File: config.mk
export PLATFORM = sky130hd
export DESIGN_NAME = instr_encoder
export DESIGN_NICKNAME = d
export VERILOG_FILES = /design/src/rtl/instr_encoder_pkg.sv /design/src/rtl/instr_encoder_field_pack.sv /design/src/rtl/instr_encoder.sv
export SDC_FILE = /design/constraint.sdc
export NUM_CORES = 1
export LEC_CHECK = 0
export CAP_MARGIN = 20
export CORE_ASPECT_RATIO = 1.75
export CORE_MARGIN = 10
export CORE_UTILIZATION = 42
export CTS_BUF_LIST = sky130_fd_sc_hd__clkbuf_8
export CTS_CLUSTER_DIAMETER = 60
export DETAILED_ROUTE_END_ITERATION = 12
export MAX_ROUTING_LAYER = met4
export PLACE_DENSITY = 0.8
export REMOVE_ABC_BUFFERS = 1
export SETUP_SLACK_MARGIN = 0.15
export SYNTH_ARGS = -nofsm -noshare
export SYNTH_HDL_FRONTEND = slang
export SYNTH_SLANG_ARGS = --single-unit
File: constraint.sdc
create_clock -name clk -period 2.3 [get_ports clk]
set_clock_uncertainty 0.05 [all_clocks]
set_input_delay 0.575 -clock clk [delete_from_list [all_inputs] [get_ports clk]]
set_output_delay 0.575 -clock clk [all_outputs]
set_load 0.05 [all_outputs]
File: src/rtl/instr_encoder_pkg.sv
// -----------------------------------------------------------------------------
// instr_encoder_pkg
// Shared processor-wide definitions used by the instruction encoder and the
// instruction field decoder.
//   - FMT_* : 2-bit instruction format selector codes (R, I, J, illegal)
//   - *_MSB/*_LSB : bit positions of the MIPS instruction fields
//   - enc_state_e : encoder session state (IDLE, RUN, DONE)
// -----------------------------------------------------------------------------
package instr_encoder_pkg;

    // Format selector codes.
    localparam logic [1:0] FMT_R   = 2'b00;
    localparam logic [1:0] FMT_I   = 2'b01;
    localparam logic [1:0] FMT_J   = 2'b10;
    localparam logic [1:0] FMT_BAD = 2'b11;

    // Field positions within a 32-bit instruction word. The decoder slices
    // with the same constants, so an encoded word always decodes back to its
    // fields.
    localparam int OPC_MSB   = 31;
    localparam int OPC_LSB   = 26;
    localparam int RS_LSB    = 21;
    localparam int RT_LSB    = 16;
    localparam int RD_LSB    = 11;
    localparam int SHAMT_LSB = 6;

    // Encoder load-session state.
    typedef enum logic [1:0] {
        IDLE = 2'b00,
        RUN  = 2'b01,
        DONE = 2'b10
    } enc_state_e;

endpackage

File: src/rtl/instr_encoder_field_pack.sv
// -----------------------------------------------------------------------------
// instr_field_pack
// Purely combinational packer that turns a format selector plus the MIPS
// instruction fields into a 32-bit instruction word.
// Ports:
//   fmt_i          format selector (R/I/J/illegal)
//   opcode_i       instruction[31:26]
//   rs_i, rt_i     register fields
//   rd_i, shamt_i  R-type only
//   func_i         R-type only
//   immediate_i    I-type only
//   jump_addr_i    J-type only
//   word_o         packed instruction (0 when the format is illegal)
//   illegal_o      high when fmt_i is the illegal code
// -----------------------------------------------------------------------------
module instr_field_pack
    import instr_encoder_pkg::*;
(
    input  logic [1:0]  fmt_i,
    input  logic [5:0]  opcode_i,
    input  logic [4:0]  rs_i,
    input  logic [4:0]  rt_i,
    input  logic [4:0]  rd_i,
    input  logic [4:0]  shamt_i,
    input  logic [5:0]  func_i,
    input  logic [15:0] immediate_i,
    input  logic [25:0] jump_addr_i,
    output logic [31:0] word_o,
    output logic        illegal_o
);

    // Select the packing by format. Fields a format does not use are simply
    // not routed, so whatever the source leaves on them has no effect.
    always_comb begin
        word_o    = '0;
        illegal_o = 1'b0;
        case (fmt_i)
            FMT_R: begin
                word_o[OPC_MSB:OPC_LSB]        = opcode_i;
                word_o[RS_LSB+4:RS_LSB]        = rs_i;
                word_o[RT_LSB+4:RT_LSB]        = rt_i;
                word_o[RD_LSB+4:RD_LSB]        = rd_i;
                word_o[SHAMT_LSB+4:SHAMT_LSB]  = shamt_i;
                word_o[SHAMT_LSB-1:0]          = func_i;
            end
            FMT_I: begin
                word_o[OPC_MSB:OPC_LSB]        = opcode_i;
                word_o[RS_LSB+4:RS_LSB]        = rs_i;
                word_o[RT_LSB+4:RT_LSB]        = rt_i;
                word_o[RT_LSB-1:0]             = immediate_i;
            end
            FMT_J: begin
                word_o[OPC_MSB:OPC_LSB]        = opcode_i;
                word_o[OPC_LSB-1:0]            = jump_addr_i;
            end
            default: begin
                illegal_o = 1'b1;
            end
        endcase
    end

endmodule

File: src/rtl/instr_encoder.sv
// -----------------------------------------------------------------------------
// instr_encoder
// Accepts MIPS instruction fields over a valid/ready handshake, packs them into
// 32-bit R/I/J words and streams them into the instruction memory write port
// at consecutive addresses starting at BASE_ADDR.
// Ports:
//   clk, reset        clock and synchronous active-high reset
//   start             begin a load session (honoured in IDLE or DONE)
//   in_valid/in_ready field tuple handshake
//   fmt .. last       field tuple (format, fields, end-of-program marker)
//   mem_we/addr/wdata instruction memory write port (one-cycle strobe)
//   busy, done        session status (RUN / DONE)
//   err               sticky illegal-format or overflow flag
//   word_count        words written in the current session
// -----------------------------------------------------------------------------
module instr_encoder
    import instr_encoder_pkg::*;
#(
    parameter int ADDR_W    = 8,
    parameter int BASE_ADDR = 0
) (
    input  logic              clk,
    input  logic              reset,
    input  logic              start,
    input  logic              in_valid,
    output logic              in_ready,
    input  logic [1:0]        fmt,
    input  logic [5:0]        opcode,
    input  logic [4:0]        rs,
    input  logic [4:0]        rt,
    input  logic [4:0]        rd,
    input  logic [4:0]        shamt,
    input  logic [5:0]        func,
    input  logic [15:0]       immediate,
    input  logic [25:0]       jump_address,
    input  logic              last,
    output logic              mem_we,
    output logic [ADDR_W-1:0] mem_addr,
    output logic [31:0]       mem_wdata,
    output logic              busy,
    output logic              done,
    output logic              err,
    output logic [ADDR_W:0]   word_count
);

    localparam logic [ADDR_W-1:0] BASE     = ADDR_W'(BASE_ADDR);
    localparam logic [ADDR_W-1:0] ADDR_TOP = '1;

    enc_state_e        state_q, state_d;
    logic [ADDR_W-1:0] addr_q, addr_d;
    logic [ADDR_W:0]   count_q, count_d;
    logic              err_q, err_d;
    logic              we_q, we_d;
    logic [ADDR_W-1:0] waddr_q, waddr_d;
    logic [31:0]       wdata_q, wdata_d;

    logic [31:0]       packedWord;
    logic              packedIllegal;
    logic              accept;
    logic              atTop;

    instr_field_pack u_pack (
        .fmt_i       (fmt),
        .opcode_i    (opcode),
        .rs_i        (rs),
        .rt_i        (rt),
        .rd_i        (rd),
        .shamt_i     (shamt),
        .func_i      (func),
        .immediate_i (immediate),
        .jump_addr_i (jump_address),
        .word_o      (packedWord),
        .illegal_o   (packedIllegal)
    );

    assign accept = in_valid && (state_q == RUN);
    assign atTop  = (addr_q == ADDR_TOP);

    // Next-state logic. A legal accept registers the write for the following
    // cycle together with the address/count update, so the strobe, the new
    // word_count and (for a final tuple) DONE all become visible at once.
    // At the top address the pointer is frozen rather than wrapped: the block
    // leaves RUN on that accept, so no further write can use it.
    always_comb begin
        state_d = state_q;
        addr_d  = addr_q;
        count_d = count_q;
        err_d   = err_q;
        we_d    = 1'b0;
        waddr_d = waddr_q;
        wdata_d = wdata_q;
        case (state_q)
            IDLE, DONE: begin
                if (start) begin
                    state_d = RUN;
                    addr_d  = BASE;
                    count_d = '0;
                    err_d   = 1'b0;
                end
            end
            RUN: begin
                if (accept) begin
                    if (packedIllegal) begin
                        err_d = 1'b1;
                        if (last) begin
                            state_d = DONE;
                        end
                    end else begin
                        we_d    = 1'b1;
                        waddr_d = addr_q;
                        wdata_d = packedWord;
                        count_d = count_q + 1'b1;
                        if (!atTop) begin
                            addr_d = addr_q + 1'b1;
                        end
                        if (last) begin
                            state_d = DONE;
                        end else if (atTop) begin
                            state_d = DONE;
                            err_d   = 1'b1;
                        end
                    end
                end
            end
            default: begin
                state_d = IDLE;
            end
        endcase
    end

    // State and datapath registers. Reset wins over a same-edge accept, which
    // is what cancels a pending write strobe.
    always_ff @(posedge clk) begin
        if (reset) begin
            state_q <= IDLE;
            addr_q  <= BASE;
            count_q <= '0;
            err_q   <= 1'b0;
            we_q    <= 1'b0;
            waddr_q <= '0;
            wdata_q <= '0;
        end else begin
            state_q <= state_d;
            addr_q  <= addr_d;
            count_q <= count_d;
            err_q   <= err_d;
            we_q    <= we_d;
            waddr_q <= waddr_d;
            wdata_q <= wdata_d;
        end
    end

    assign in_ready   = (state_q == RUN);
    assign busy       = (state_q == RUN);
    assign done       = (state_q == DONE);
    assign err        = err_q;
    assign word_count = count_q;
    assign mem_we     = we_q;
    assign mem_addr   = waddr_q;
    assign mem_wdata  = wdata_q;

endmodule

==> results.yml, run 1 <==
placed_design:
  hpwl_mm: 7.305
  dp_slack_ns: -0.2831
  portBuffers: 134
  placedCellCount: 532
  dpl_cell_area_um2: 4217
  gp_congestion: 0.8027
drt:
  drt_iter0_markers: 188
  drc: 0
  drt_first_pass_iters: 4
  final_antenna_net_count: 0
  finalWirelength_mm: 9.635
  viasPerCell: 5.574
  wl_per_cell_um: 17.61
  vias: 3049
die:
  die_x_um: 81.42
  coreArea_um2: 6490
  dieArea_um2: 10380
  floorplan.initialDensity: 0.4272
  pin_count: 135
  die_h_um: 127.5
  rows: 39
finish:
  most-common-layout-cells: "clkdlybuf4s50_1, dfxtp_1, nand2_1, nor2_1"
  fin_cells: 547
  layout_commonest_cell: "clkdlybuf4s50_1"
  utilization: 0.6850
  fillers: 539
  drive_above_1_share: 0.1204
  insertedDiodeCount: 0
  area_delta_synth_final_pct: 60.33
  multi_input_area_um2: 1439
  nNetsFinal: 544
  stdcell_area_um2: 4446
  area.sequential_um2: 1221
global_route:
  grt_pass1_wl_mm: 15.12
  antenna_found_initial: 0
  use_met1: 0.1942
  gr-max-usage-layer: "met2"
  grt_use_met3: 0.05056
  grt_usage: 0.1914
  grt_pass1_vias: 3023
  grt_max_degree: 33
  grtUsageMet2: 0.3255
  overflow: 0
worst_setup_path:
  path_cells: "clkdlybuf4s50_1"
  cp.required_ns: 1.67
  worstSetupEndpointType: "output pin"
  worstSetupStartpoint: "mem_wdata[8]"
  crit_type: "reg -> out"
  crit_family: "buffers and inverters"
  cp.arrival_ns: 1.49
  r2r_start: "state_q[0]"
  cpPeakStageDelay_ns: 0.82
  cp_max_fo: 2
  worst-path-buf-inv: 1
  slowest_stage: "clkdlybuf4s50_1"
  start_kind: "register"
logic_synthesis:
  synth-edff-count: 0
  syn_area_um2: 2773
  yosysSeqAreaShare: 0.4404
  yosysWarnings: 0
  ys_async_sr_fraction: 0
  syn_avg_cell_area_um2: 8.479
  ys_ff_latch: 61
  synthCells: 327
  synth_flop_cell: "dfxtp_1"
  synth_cell_types: 42
power_and_ir_drop:
  p_leak_uw: 0.001999
  ir_drop_v: 0.0004360
  p_per_area_nw_per_um2: 590.1
clock_tree:
  clock_latency_ns: 0.35
  clk_pin_slew_ns: 0.07
  cts_resized: 24
  cts.sinks: 61
  cts_buffers: 9
  root_buffer: "clkbuf_8"
  htreeDepth: 3
  cts_tree: "built"
  clk_path_buf_depth: 2
  post_cts_buffers: 0
  cts-hold-fix-buffers: 0
sta:
  fin_crit_sh: 0.9209
  slew_violations: 0
  setup-tns-final_ns: 0
  fin_ws_ns: 0.1818
  period_needed_ns: 2.118
  worst_pin_slew_ns: 0.6685
  slew_headroom: 0.5533
  setup_viol: 0
  rsz0062_at_grt: "false"
  hold_violations: 0
  fmax_mhz: 472.1
min_path:
  hold_path_class: "reg -> reg"
  worstHoldStart: "mem_addr[6]"
outcome:
  status: "finished, final reports clean"
flow_run:
  drv_cap: 0
## sequential cells by signal (all words and copies together) (netlist names)
| signal | cells |
|---|---|
| err | 1 |
| mem_wdata | 32 |
| mem_addr | 8 |
| mem_we | 1 |
| state_q | 2 |
| word_count | 9 |
| addr_q | 8 |
## stage by stage
stage,hold WS (ns),power [uW]
6_report,0.4010,2623
2_1_floorplan,0.4017,1399
3_3_place_gp,0.3923,1686
4_1_cts,0.4028,2649
3_5_place_dp,0.3956,1696
5_1_grt,0.4196,2723
## cell usage after synthesis, types with 3 or more instances
cell type,n,area [um^2]
a31oi_1,9,56.30
nor3_1,26,130.1
nand4_1,5,31.28
or4_1,3,22.52
o21ai_0,8,40.04
nor2b_1,3,18.77
nand2_1,42,157.7
clkbuf_1,11,41.29
nor2_1,36,135.1
a21oi_1,22,110.1
or3_1,3,18.77
nand2b_1,4,25.02
nand3_1,7,35.03
buf_2,10,50.05
o211ai_1,4,30.03
dfxtp_1,61,1221
mux2_2,16,180.2
a221oi_1,26,227.7
## metal layers
metal	wire length, um	vias to the layer above
met1	3434	1436
met5	0	-
met3	575	26
li1	-	1472
met4	352	0
met2	5272	115
## logic make-up (layout without fill, tap and decap cells)
group | Yosys count | after routing | share of synthesized area
fa+ha+maj | 2 | 2 | 0.009024
compound gates | 79 | 79 | 0.1950
simple gates | 140 | 140 | 0.2374
flops | 61 | 61 | 0.4404
xor+xnor | 1 | 1 | 0.003159
mux | 17 | 17 | 0.06859
buf+inv | 27 | 165 | 0.04648
## where the power goes
part	leakage [uW]	internal (uW)	switching [uW]	total (uW)
clock	0.000101	549	411	960
sequential	0.000495	1090	23.6	1120
combinational	0.00140	250	298	548
total	0.00200	1890	732	2620
## path summary, 6_finish.rpt
path / to / slack [ns] / cells after the start
worst max-delay path: mem_wdata[8] / 0.18 / 1
worst min-delay path: mem_addr[6] / 0.40 / 2
worst max register to register: mem_wdata[13] / 0.53 / 5
worst min register to register: mem_addr[6] / 0.40 / 2
## final cells by class
type                            count  share of cell area
Inverter                            3            0.002533
Multi-Input combinational cell    239              0.3237
Clock buffer                       11             0.03406
Tap cell                           82             0.02308
Sequential cell                    61              0.2747
Clock inverter                      4             0.01070
Timing Repair Buffer              147              0.3313
(Power assumes the default switching activity.)
==> inputs of run 2 (changes only) <==
SETUP_SLACK_MARGIN = unset   (was 0.15)
==> results.yml, run 2 (synthesis results as in run 1) <==
flow_run:
  drv_cap: 0
finish:
  largest_register_ffs: 32
  nNetsFinal: 545
  area_delta_synth_final_pct: 59.79
  insertedDiodeCount: 0
  layout_commonest_cell: "clkdlybuf4s50_1"
  multi_input_area_um2: 1430
  drive_above_1_share: 0.1202
  fillers: 535
  utilization: 0.6827
  most-common-layout-cells: "clkdlybuf4s50_1, dfxtp_1, nand2_1, nor2_1"
  area.sequential_um2: 1221
worst_setup_path:
  path_cells: "clkdlybuf4s50_1"
  crit_type: "reg -> out"
  r2r_slack_ns: 0.44
  critical_path.reg2reg.endpoint: "addr_q[5]"
  worst-path-buf-inv: 1
  r2r_cells: 4
  slowest_stage: "clkdlybuf4s50_1"
  cp.arrival_ns: 1.62
  crit_family: "buffers and inverters"
  cp.required_ns: 1.67
  cpPeakStageDelay_ns: 0.85
  start_kind: "register"
  worstSetupEndpointType: "output pin"
  cp_max_fo: 6
  r2r_start: "state_q[0]"
clock_tree:
  cts-hold-fix-buffers: 0
  clk_path_buf_depth: 2
  root_buffer: "clkbuf_8"
  post_cts_buffers: 0
  cts.sinks: 61
  clock_latency_ns: 0.35
  htreeDepth: 3
  cts_resized: 0
  cts_tree: "built"
  cts_buffers: 9
  clk_pin_slew_ns: 0.07
min_path:
  worstHoldStart: "mem_addr[6]"
  min_path_cells: 2
  min_to: "mem_addr[6]"
  hold_path_class: "reg -> reg"
sta:
  fin_ws_ns: 0.05152
  worst_pin_slew_ns: 0.5663
  rsz0062_at_grt: "false"
  hold_violations: 0
  slew_headroom: 0.6199
  fin_crit_sh: 0.9776
  period_needed_ns: 2.248
  slew_violations: 0
  setup_viol: 0
  fmax_mhz: 444.7
placed_design:
  hpwl_mm: 7.305
  dp_slack_ns: -0.2831
  portBuffers: 134
  gp_congestion: 0.8027
drt:
  drt_first_pass_iters: 5
  final_antenna_net_count: 0
  finalWirelength_mm: 9.681
  viasPerCell: 5.555
  vias: 3044
  wl_per_cell_um: 17.67
  drc: 0
  drt_iter0_markers: 185
die:
  dieArea_um2: 10380
  die_h_um: 127.5
  die_x_um: 81.42
  pin_count: 135
  coreArea_um2: 6490
  floorplan.initialDensity: 0.4272
  rows: 39
power_and_ir_drop:
  p_leak_uw: 0.001547
  ir_drop_v: 0.0004341
  p_per_area_nw_per_um2: 594.3
global_route:
  grt_max_degree: 33
  antenna_found_initial: 0
  grt_usage: 0.1910
  grt_pass1_vias: 3018
  grt_pass1_wl_mm: 15.07
  overflow: 0
outcome:
  status: "finished, final reports clean"
==> run 2: cell types whose count changed in the layout (fill, tap and decap cells not counted) <==
cell	before	now
nor2_2	0	1
dlymetal6s2s_1	20	0
buf_8	0	1
o21ai_1	0	1
o21ai_2	1	0
nor2_4	1	0
clkdlybuf4s50_1	87	130
dlygate4sd2_1	23	0
==> run 2: through the flow <==
| step | cell area [um^2] | power (uW) | hold slack [ns] | setup TNS [ns] | instances |
|---|---|---|---|---|---|
| after detailed placement | 4217 | 1696 | 0.3956 | -6.133 | 532 |
| after CTS | 4415 | 2656 | 0.4054 | 0 | 547 |
| after global routing | 4431 | 2734 | 0.4223 | 0 | 548 |
| after floorplan | 2655 | 1399 | 0.4017 | -0.3354 | 303 |
| after global placement | 4217 | 1686 | 0.3923 | -5.328 | 532 |
| final | 4431 | 2633 | 0.4025 | 0 | 548 |
==> run 2: worst max path at each step <==
| stage | startpoint | end | cells past startpoint |
|---|---|---|---|
| floorplan | state_q[0] | busy | 1 |
| global placement | fmt[1] | mem_wdata[1] | 5 |
| detailed placement | fmt[1] | mem_wdata[11] | 5 |
| CTS | word_count[2] | word_count[2] | 1 |
| global route | word_count[2] | word_count[2] | 1 |
| finish | word_count[2] | word_count[2] | 1 |
==> run 2: worst min-delay path, cell delays in order (launching register included) <==
cell and delay, ns:
dfxtp_1 0.31, nand2_1 0.05, a21oi_1 0.05
==> run 2: layout make-up <==
type                       instances  share of cell area
clock inverter                     4             0.01073
sequential                        61              0.2756
multi-input combinational        239              0.3228
inverter                           3            0.002542
clock buffer                      11             0.03417
timing repair buffer             148              0.3310
tap                               82             0.02316
==> run 2: power by group <==
part | total (uW) | switching, uW | internal, uW
clock | 958 | 409 | 549
sequential | 1120 | 24.3 | 1090
combinational | 559 | 298 | 261
==> run 2: routing by layer <==
metal,part of all wire,GRT usage,vias to the layer above
met3,0.059,0.05056,26
met4,0.036,0.09621,0
met2,0.55,0.3251,117
met5,0,-,-
met1,0.35,0.1933,1433
li1,-,-,1468
